## config.mk

```make
export PLATFORM = sky130hd
export DESIGN_NAME = cpu_run_monitor
export DESIGN_NICKNAME = d
export VERILOG_FILES = /design/src/rtl/cpu_run_monitor.sv
export SDC_FILE = /design/constraint.sdc
export NUM_CORES = 1
export LEC_CHECK = 0
export CAP_MARGIN = 15
export CORE_ASPECT_RATIO = 0.8
export CORE_MARGIN = 2
export CORE_UTILIZATION = 50
export CTS_CLUSTER_SIZE = 25
export DETAILED_ROUTE_END_ITERATION = 8
export MAX_ROUTING_LAYER = met4
export PLACE_DENSITY_LB_ADDON = 0.3
export REMOVE_ABC_BUFFERS = 1
export SYNTH_ARGS = -nofsm -noshare
export SYNTH_HDL_FRONTEND = slang
export SYNTH_SLANG_ARGS = --single-unit
```

## constraint.sdc

```tcl
create_clock -name clk -period 6.97 [get_ports clk]
set_clock_uncertainty 0.1 [all_clocks]
set_input_delay 1.0455 -clock clk [delete_from_list [all_inputs] [get_ports clk]]
set_output_delay 1.0455 -clock clk [all_outputs]
set_load 0.01 [all_outputs]
```

## src/rtl/cpu_run_monitor.sv

```systemverilog
// Run controller and output monitor for the multi-cycle CPU: sequences CPU reset, counts run
// cycles, traces distinct output values and reports pass/fail on halt or timeout.
module cpu_run_monitor #(
  parameter int unsigned             DATA_W       = 32,
  parameter int unsigned             RESET_CYCLES = 4,
  parameter logic [DATA_W-1:0]       HALT_VALUE   = 32'hFFFF_FFFF,
  parameter int unsigned             HOLD_CYCLES  = 3,
  parameter int unsigned             TIMEOUT      = 4096,
  parameter int unsigned             CNT_W        = 16,
  parameter int unsigned             TRACE_DEPTH  = 16,
  parameter bit                      CHANGE_ONLY  = 1'b1,
  localparam int unsigned            AW           = $clog2(TRACE_DEPTH)
) (
  input  logic              clk,
  input  logic              reset,
  input  logic              start,
  input  logic [DATA_W-1:0] cpu_out,
  input  logic [DATA_W-1:0] expect_data,
  output logic              cpu_reset,
  output logic              busy,
  output logic              done,
  output logic              pass,
  output logic              timed_out,
  output logic              overflow,
  output logic [CNT_W-1:0]  cycle_count,
  output logic [AW:0]       trace_count,
  input  logic [AW-1:0]     rd_addr,
  output logic [DATA_W-1:0] rd_data
);

  localparam int unsigned RC_W = $clog2(RESET_CYCLES + 1);
  localparam int unsigned HC_W = $clog2(HOLD_CYCLES + 1);

  typedef enum logic [1:0] {StIdle, StRst, StRun, StDone} state_e;

  state_e              state_q, state_d;
  logic [RC_W-1:0]     rst_cnt_q, rst_cnt_d;
  logic [HC_W-1:0]     halt_cnt_q, halt_cnt_d;
  logic [CNT_W-1:0]    cycle_q, cycle_d;
  logic [AW:0]         tcount_q, tcount_d;
  logic                overflow_q, overflow_d;
  logic                pass_q, pass_d;
  logic                timed_out_q, timed_out_d;
  logic [DATA_W-1:0]   last_q, last_d;
  logic                trace_we;
  logic                record;
  logic [DATA_W-1:0]   trace_mem [TRACE_DEPTH];

  always_comb begin
    state_d     = state_q;
    rst_cnt_d   = rst_cnt_q;
    halt_cnt_d  = halt_cnt_q;
    cycle_d     = cycle_q;
    tcount_d    = tcount_q;
    overflow_d  = overflow_q;
    pass_d      = pass_q;
    timed_out_d = timed_out_q;
    last_d      = last_q;
    trace_we    = 1'b0;
    record      = 1'b0;

    unique case (state_q)
      StIdle, StDone: begin
        if (start) begin
          state_d     = StRst;
          rst_cnt_d   = '0;
          halt_cnt_d  = '0;
          cycle_d     = '0;
          tcount_d    = '0;
          overflow_d  = 1'b0;
          pass_d      = 1'b0;
          timed_out_d = 1'b0;
        end
      end
      StRst: begin
        if (rst_cnt_q == RC_W'(RESET_CYCLES - 1)) begin
          state_d = StRun;
        end else begin
          rst_cnt_d = rst_cnt_q + 1'b1;
        end
      end
      StRun: begin
        if (cycle_q != CNT_W'(TIMEOUT)) begin
          cycle_d = cycle_q + 1'b1;
        end
        // cycle_q == 0 marks the first RUN cycle, which always records.
        record = (cycle_q == '0) || !CHANGE_ONLY || (cpu_out != last_q);
        if (record) begin
          if (tcount_q < (AW + 1)'(TRACE_DEPTH)) begin
            trace_we = 1'b1;
            tcount_d = tcount_q + 1'b1;
            last_d   = cpu_out;
          end else begin
            overflow_d = 1'b1;
          end
        end
        halt_cnt_d = (cpu_out == HALT_VALUE) ? halt_cnt_q + 1'b1 : '0;
        if (halt_cnt_d == HC_W'(HOLD_CYCLES)) begin
          state_d     = StDone;
          pass_d      = (cpu_out == expect_data) && !overflow_d;
          timed_out_d = 1'b0;
        end else if (cycle_d == CNT_W'(TIMEOUT)) begin
          state_d     = StDone;
          pass_d      = 1'b0;
          timed_out_d = 1'b1;
        end
      end
      default: state_d = StIdle;
    endcase
  end

  always_ff @(posedge clk) begin
    if (reset) begin
      state_q     <= StIdle;
      rst_cnt_q   <= '0;
      halt_cnt_q  <= '0;
      cycle_q     <= '0;
      tcount_q    <= '0;
      overflow_q  <= 1'b0;
      pass_q      <= 1'b0;
      timed_out_q <= 1'b0;
      last_q      <= '0;
    end else begin
      state_q     <= state_d;
      rst_cnt_q   <= rst_cnt_d;
      halt_cnt_q  <= halt_cnt_d;
      cycle_q     <= cycle_d;
      tcount_q    <= tcount_d;
      overflow_q  <= overflow_d;
      pass_q      <= pass_d;
      timed_out_q <= timed_out_d;
      last_q      <= last_d;
    end
  end

  // Trace storage is intentionally not reset.
  always_ff @(posedge clk) begin
    if (trace_we) begin
      trace_mem[tcount_q[AW-1:0]] <= cpu_out;
    end
  end

  assign cpu_reset   = (state_q != StRun);
  assign busy        = (state_q == StRst) || (state_q == StRun);
  assign done        = (state_q == StDone);
  assign pass        = pass_q;
  assign timed_out   = timed_out_q;
  assign overflow    = overflow_q;
  assign cycle_count = cycle_q;
  assign trace_count = tcount_q;
  assign rd_data     = trace_mem[rd_addr];

endmodule

```

* Yosys cells after proc, flatten, opt, wreduce, memory -nomap -nowiden *
Memory sizes are Yosys's and may differ from the RTL's.
Index checks and enable logic that the tools add are counted.

word-level totals
  memories = 1
  memory bits (writable) = 512
  register bits = 63

cells by class
  multiplexer cells = 35
  add/sub/neg operators = 4
  reduce and logical (&&, ||, !) cells = 15
  magnitude comparators = 1
  equality and inequality tests = 17

memory list
  memory     words  width  rd ports  clocked after Yosys merged registers in  wr ports  RTL line  source
  trace_mem  16     32     1         0                                        1         47        logic [DATA_W-1:0] trace_mem [TRACE_DEPTH];

operator list
  operator                                                  count
  2-to-1 mux 16 bit                                         3
  equality test 32 bit                                      1
  equality test 32 bit (second input constant)              1
  inequality test 32 bit                                    1
  one-hot mux 16 bit (2 select lines)                       1
  adder 16 x 1 -> 16 bit (second input constant)            1
  equality test 16 x 13 -> 1 bit (second input constant)    1
  logical NOT 16 bit                                        1
  inequality test 16 x 13 -> 1 bit (second input constant)  1
  2-to-1 mux 5 bit                                          3
  2-to-1 mux 1 bit                                          13
  2-to-1 mux 2 bit                                          6
  inequality test 2 bit (second input constant)             6
  AND reduction 3 bit                                       4
  one-hot mux 5 bit (2 select lines)                        1
  equality test 2 bit (second input constant)               3
  2-to-1 mux 3 bit                                          2
  one-hot mux 1 bit (2 select lines)                        3
  one-hot mux 2 bit (3 select lines)                        1
  one-hot mux 3 bit (2 select lines)                        1
  adder 5 x 1 -> 5 bit (second input constant)              1
  less-than comparator 5 bit (second input constant)        1
  one-hot mux 2 bit (2 select lines)                        1
  AND reduction 4 bit                                       1
  other kinds (12)                                          14

* Depth between registers and ports, before layout *
Gate-level depths: netlist of run 1.

  depth after elaboration = 8
  gate-level depth with buffers = 10
  mapped depth without buffers = 9

* Worst setup path before layout of run 1 *
No wires, ideal clock.

  kind = input to register
  start point = in cpu_out[20]
  end point = mem trace_mem[0][0], enable pin
  data arrival time = 3.902 ns
  required time = 6.409 ns
  buffers on the path = 0
  setup time = 0.461 ns
  stages on the path = 5
  slack = 2.507 ns
  cells stage by stage = xor2_1 nor4_1 nand4_1 o311ai_0 nor3_1

between the ends
  word-level cells in the longest chain between the ends = 6

ends and longest elaborated chain
  element                                 RTL line  source
  from (decl)                             17        input logic [DATA_W-1:0] cpu_out,
  inequality test 32 bit                  87        record = (cycle_q == '0) || !CHANGE_ONLY || (cpu_out != last_q);
  logical OR 1 bit                        87
  2-to-1 mux 1 bit                        88        if (record) begin
  2-to-1 mux 1 bit                        62        unique case (state_q)
  2-to-1 mux 1 bit                        138       if (trace_we) begin
  2-to-1 mux 1 bit (not written as such)  139       trace_mem[tcount_q[AW-1:0]] <= cpu_out;
  to (decl)                               47

Every way passes these cells.

* Final worst setup path of run 1 *
  start point = in rd_addr[0]
  end point = out rd_data[29]

between the ends
  word-level cells in the longest chain between the ends = 1

ends and longest elaborated chain
  element               RTL line  source
  from (decl)           27        input logic [AW-1:0] rd_addr,
  memory (16 x 32 bit)  -
  to (decl)             28        output logic [DATA_W-1:0] rd_data

Every way passes these cells.

==> metrics.md, run 1 <==
| Metric | Value |
|---|---|
| Synth Area per Inst | `19.33 um2` |
| Pwr dens | `275.8 nW/um2` |
| Worst slack at placement | `2.025 ns` |
| Nets | `1,473` |
| Max transition margin | `23.05%` |
| Pins Over Slew Limit | `0` |
| Post-DP HPWL | `32,810 um` |
| CORE AREA | `45,720 um2` |
| Status | `finished clean` |
| Worst path required time | `5.82 ns` |
| DRT Wirelength | `54,500 um` |
| Most frequent cells in the layout | `edfxtp_1, mux4_2, clkdlybuf4s50_1` |
| I/O pin total | `130` |
| GP Congestion | `0.8754` |
| Final WS setup | `2.130 ns` |
| Most common cell after layout, fill and taps aside | `edfxtp_1` |
| Setup crit end kind | `output pin` |
| Clock sinks | `575` |
| Post-synthesis sequential area ratio | `71.77%` |
| Area grow syn2layout | `18.39%` |
| Post-layout util | `60.03%` |
| CP arrival | `3.69 ns` |
| Starting Density | `50.70%` |
| All-Layer GR Usage | `23.85%` |
| Number of buffers added on ports | `129` |
| RSZ-0062 raised after global routing | `no` |
| Post-synth EDFFs | `512` |
| Via count | `12,530` |
| Vias/cell | `6.125` |
| Die Footprint | `48,110 um2` |
| Post-synth top flop | `edfxtp_1` |
| Synth warn | `0` |
| Maxcap violations | `0` |
| Number of detailed-route iterations in the first pass | `5` |
| Placed Area | `25,720 um2` |
| Worst-path clk slew | `0.06 ns` |
| First-pass GRT wire length | `81,000 um` |
| Post-cts hold buffer count | `0` |
| Final setup vio count | `0` |
| Congestion Overflow GR | `0` |
| Pin count of the biggest net entering global routing | `67` |
| Post-synth ARST share | `0%` |
| Crit Path Max Fanout | `66` |
| Setup Fix Bufs, Post-CTS | `0` |
| Final Hold Viols | `0` |
| Skew-Pair Late Insertion Delay | `0.60 ns` |
| Share of cells above drive strength 1 | `23.31%` |
| Pleak | `0.009020 uW` |
| H-Tree Depth | `2` |
| Fin crit share | `69.45%` |
| Hold crit path type | `reg2reg` |
| Fin cells | `2,046` |
| Min Tclk post-route | `4.840 ns` |
| Placed Cells incl. Taps | `1,943` |
| Gate Count Post-Synth | `1,199` |
| #FFs+latches synth | `575` |
| Root buffer cell | `clkbuf_16` |
| Max Fclk | `206.6 MHz` |
| Mapped cell area | `23,180 um2` |
| Vias in the first global route | `12,400` |
| Worst slew pin tran | `1.154 ns` |
| Kind of critical path | `in2out` |
| DRT antenna net count | `0` |
| Max clock buf depth | `3` |
| Peak supply drop | `187.1 uV` |
| CTS-repair resized insts | `0` |
| Finished Cell Area | `27,450 um2` |
| Antenna violations before repair | `1` |
| Routed wire per std cell | `26.64 um` |
| Inserted Clock Buffers | `53` |
| Die X | `244.7 um` |
| Worst setup SP type | `input port` |
| # DRC | `0` |
| Distinct cells, synth | `58` |
| Site Rows | `70` |
| CTS tree | `done` |
| Total negative setup slack | `0 ns` |
| Die Ht | `196.6 um` |
| DR iter-0 viols | `1,480` |
-- critical path, cell delays in order --
cell and delay, ns:
clkbuf_8 0.60, buf_4 0.41, mux4_2 0.55, mux4_2 0.48, clkdlybuf4s50_1 0.50
-- layer usage --
metal	share of wire, %	vias to the layer above	track usage, %
met5	0	-	-
met4	2.5	0	6.978
met3	8.9	98	4.820
met2	46	622	34.32
met1	43	6536	34.88
li1	-	5275	-
-- synthesized netlist by cell type (3+ instances only) --
library cell  number  area share, %
a21oi_1           27           0.58
nand2_1           26           0.42
nor4_1            23           0.62
nor3_1            17           0.37
mux4_2           160             16
o21ai_0           18           0.39
xnor2_1            6           0.23
buf_1              4          0.065
buf_6              3           0.15
mux2i_1           34            1.5
edfxtp_1         512             66
clkbuf_1          32           0.52
nand3_1            8           0.17
or3_1              3          0.081
nand4_1           19           0.51
xor2_1            64            2.4
nand2b_1           3          0.081
nor2_1            76            1.2
ha_1              12           0.65
and2_1             3          0.081
nor2b_1            6           0.16
inv_1             13           0.21
a31oi_1            3          0.081
buf_2             19           0.41
dfxtp_1           63            5.4
o311ai_0           4           0.15
-- stage by stage --
step	hold WS (ns)	total power [uW]
detailed placement	0.3614	4764
floorplan	0.3295	4393
global placement	0.3465	4745
CTS	0.3733	7615
global route	0.3957	7821
finish	0.3734	7570
-- registers in the layout (all words and copies together), names as in the netlist --
| register | flops |
|---|---|
| cycle_count | 16 |
| halt_cnt_q | 2 |
| last_q | 32 |
| overflow | 1 |
| pass | 1 |
| rst_cnt_q | 3 |
| state_q | 2 |
| timed_out | 1 |
| trace_count | 5 |
| trace_mem | 512 |
-- area by class of cell --
cell class              count  area [um2]
flip-flops and latches    575       16640
multi-input cells         551        6344
diodes                      1       2.502
clock inverters            28       295.3
well taps                 612       765.7
repair buffers            196        1943
inverters                  13       48.80
clock buffers              70        1410
fillers                  3272       18270
-- cell families after synthesis --
logic type      Yosys count  share of synthesized area (%)
flops                   575                          71.77
compound gates           75                          2.073
xor+xnor                 70                          2.645
fa+ha+maj                12                         0.6477
simple gates            199                          4.404
mux                     195                          17.06
buf+inv                  73                          1.403
-- final timing paths --
check / start / to / slack [ns] / cells after the start
max: rd_addr[0] / rd_data[29] / 2.13 / 5
min: rst_cnt_q[1] / rst_cnt_q[1] / 0.37 / 2
max reg2reg: cycle_count[0] / trace_mem[8][28] / 3.38 / 9
min reg2reg: rst_cnt_q[1] / rst_cnt_q[1] / 0.37 / 2
-- where the power goes --
group | switching (uW) | internal, uW | total, uW
sequential | 47.3 | 3850 | 3890
clock | 1230 | 1650 | 2870
combinational | 448 | 355 | 802
No activity file was read; power rests on OpenSTA's default activity.
==> run 2: changes to the inputs <==
==> constraint.sdc (replaced) <==
create_clock -name clk -period 4.39 [get_ports clk]
set_clock_uncertainty 0.1 [all_clocks]
set_input_delay 0.6585 -clock clk [delete_from_list [all_inputs] [get_ports clk]]
set_output_delay 0.6585 -clock clk [all_outputs]
set_load 0.01 [all_outputs]
==> metrics.md, run 2 (synthesis gave the netlist of run 1 again) <==
| Metric | Value |
|---|---|
| # DRC | `0 (unchanged)` |
| Post-layout util | `60.41% (+0.38 points)` |
| Worst setup SP type | `flip-flop` |
| Area grow syn2layout | `19.15%` |
| CTS tree | `done` |
| All-Layer GR Usage | `25.22% (+1.4 points)` |
| CTS-repair resized insts | `0 (unchanged)` |
| Congestion Overflow GR | `0 (unchanged)` |
| Max transition margin | `22.53% (-0.52 points)` |
| Site Rows | `70 (unchanged)` |
| CP max-delay cell | `nor2_4` |
| Die X | `244.7 um (unchanged)` |
| Post-cts hold buffer count | `0 (unchanged)` |
| Die Ht | `196.6 um (unchanged)` |
| Maxcap violations | `0 (unchanged)` |
| Cells along the critical path | `inv_1, ha_1, nor4b_1, nand4_1, nor2_2, o311ai_1, buf_4, nor2_4, buf_4` |
| Pwr dens | `448.8 nW/um2 (+63%)` |
| First-pass GRT wire length | `85,210 um (+5.2%)` |
| Max Fclk | `271.1 MHz` |
| Most common cell after layout, fill and taps aside | `edfxtp_1` |
| Final Hold Viols | `0 (unchanged)` |
| Setup Fix Bufs, Post-CTS | `0 (unchanged)` |
| Routed wire per std cell | `28.24 um (+6.0%)` |
| Fin crit share | `84.01%` |
| Status | `finished clean` |
| DR iter-0 viols | `1,385 (-6.4%)` |
| Total negative setup slack | `0 ns (unchanged)` |
| Most frequent cells in the layout | `edfxtp_1, mux4_2, clkdlybuf4s50_1` |
| Starting Density | `50.70% (unchanged)` |
| Vias/cell | `6.112 (-0.20%)` |
| Nets | `1,478 (+0.34%)` |
| Smallest hold slack | `0.3583 ns (-0.01511 ns)` |
| Root buffer cell | `clkbuf_16` |
| Worst-path clk slew | `0.06 ns (about the same)` |
| CP dominant cell by count | `buf_4` |
| Number of detailed-route iterations in the first pass | `6 (+1)` |
| Max incr delay on CP | `0.86 ns (+0.26 ns)` |
| Final setup vio count | `0 (unchanged)` |
| Worst slew pin tran | `1.156 ns (+0.001556 ns)` |
| GP Congestion | `0.9217 (+5.3%)` |
| Max FFs per register | `512 (unchanged)` |
| RSZ-0062 raised after global routing | `no` |
| Die Footprint | `48,110 um2 (unchanged)` |
| Clock sinks | `575 (unchanged)` |
| CP arrival | `3.87 ns (+0.18 ns)` |
| CORE AREA | `45,720 um2 (unchanged)` |
| Pins Over Slew Limit | `0 (unchanged)` |
| DRT Wirelength | `58,000 um (+6.4%)` |
| Kind of critical path | `reg2reg` |
| Antenna violations before repair | `1 (unchanged)` |
| Via count | `12,560 (+0.19%)` |
| Inserted Clock Buffers | `54 (+1.9%)` |
| Hold crit path type | `reg2reg` |
| Final WS setup | `0.7019 ns (-1.428 ns)` |
| Skew-Pair Late Insertion Delay | `0.59 ns (about the same)` |
| I/O pin total | `130 (unchanged)` |
| Min Tclk post-route | `3.688 ns` |
| Peak supply drop | `348.0 uV (+86%)` |
| Setup crit end kind | `flip-flop` |
| FILL cells | `3,280 (+0.24%)` |
| Worst slack at placement | `0.2820 ns (-1.743 ns)` |
| Vias in the first global route | `12,490 (+0.70%)` |
| Share of cells above drive strength 1 | `24.38% (+1.1 points)` |
| H-Tree Depth | `2 (unchanged)` |
| Power Total | `12,400 uW (+64%)` |
| Crit Path Max Fanout | `24 (-64%)` |
| Pin count of the biggest net entering global routing | `78 (+16%)` |
| Worst path required time | `4.57 ns (-1.25 ns)` |
| Pleak | `0.009142 uW (+1.4%)` |
| DRT antenna net count | `0 (unchanged)` |
| Max clock buf depth | `3 (unchanged)` |
| Post-DP HPWL | `34,480 um (+5.1%)` |
| Number of buffers added on ports | `129 (unchanged)` |
-- run 2: changes by cell type in the layout (fill, tap and decap cells not counted), moves of 2 or more --
cell / delta
clkinvlp_4: -2
clkbuf_1: -4
clkbuf_16: +2
clkbuf_2: -3
clkinv_1: -6
clkbuf_8: +7
buf_4: +9
clkinv_8: +2
buf_12: +2
clkinv_2: +4
buf_16: -3
-- run 2: layout make-up --
class | instances | area (um2) | share of cell area, %
sequential | 575 | 16640 | 60.23
multi-input combinational | 551 | 6344 | 22.97
timing repair buffer | 200 | 1948 | 7.053
clock buffer | 75 | 1541 | 5.581
tap | 612 | 765.7 | 2.772
clock inverter | 26 | 331.6 | 1.200
inverter | 13 | 48.80 | 0.1767
antenna | 2 | 5.005 | 0.01812
-- run 2: worst paths after layout --
kind	depth (start not counted)	to	startpoint	slack [ns]
worst max-delay path	9	trace_mem[13][14]	cycle_count[0]	0.70
worst min-delay path	2	rst_cnt_q[1]	rst_cnt_q[1]	0.36
worst max register to register	9	trace_mem[13][14]	cycle_count[0]	0.70
worst min register to register	2	rst_cnt_q[1]	rst_cnt_q[1]	0.36
-- run 2: routing by layer --
| metal | routed length [um] | track usage (%) | vias to the layer above |
|---|---|---|---|
| li1 | - | - | 5293 |
| met1 | 24500 | 37.22 | 6518 |
| met2 | 26930 | 37.12 | 679 |
| met3 | 5596 | 4.929 | 65 |
| met4 | 975 | 5.104 | 0 |
| met5 | 0 | - | - |
-- run 2: critical path, delay by kind of cell (launching register included) --
kind	cells	cell delay, ns
and+or+nand+nor	4	1.78
DFF	1	0.39
buffers and inverters	3	0.71
AOI/OAI and AO/OA	1	0.24
adders and majority gates	1	0.16
-- run 2: where the power goes --
group / total (uW) / switching, uW / leakage [uW] / internal [uW]
Sequential: 6190 / 81.4 / 0.00512 / 6110
Combinational: 1330 / 754 / 0.00311 / 579
Clock: 4880 / 2010 / 0.000918 / 2870
Total: 12400 / 2840 / 0.00914 / 9560
-- run 2: metrics by stage --
stage,instance area (um2),instances
after floorplan,22900,1139
after global placement,25720,1950
after detailed placement,25720,1950
after CTS,27600,2051
after global routing,27620,2053
final,27620,2054
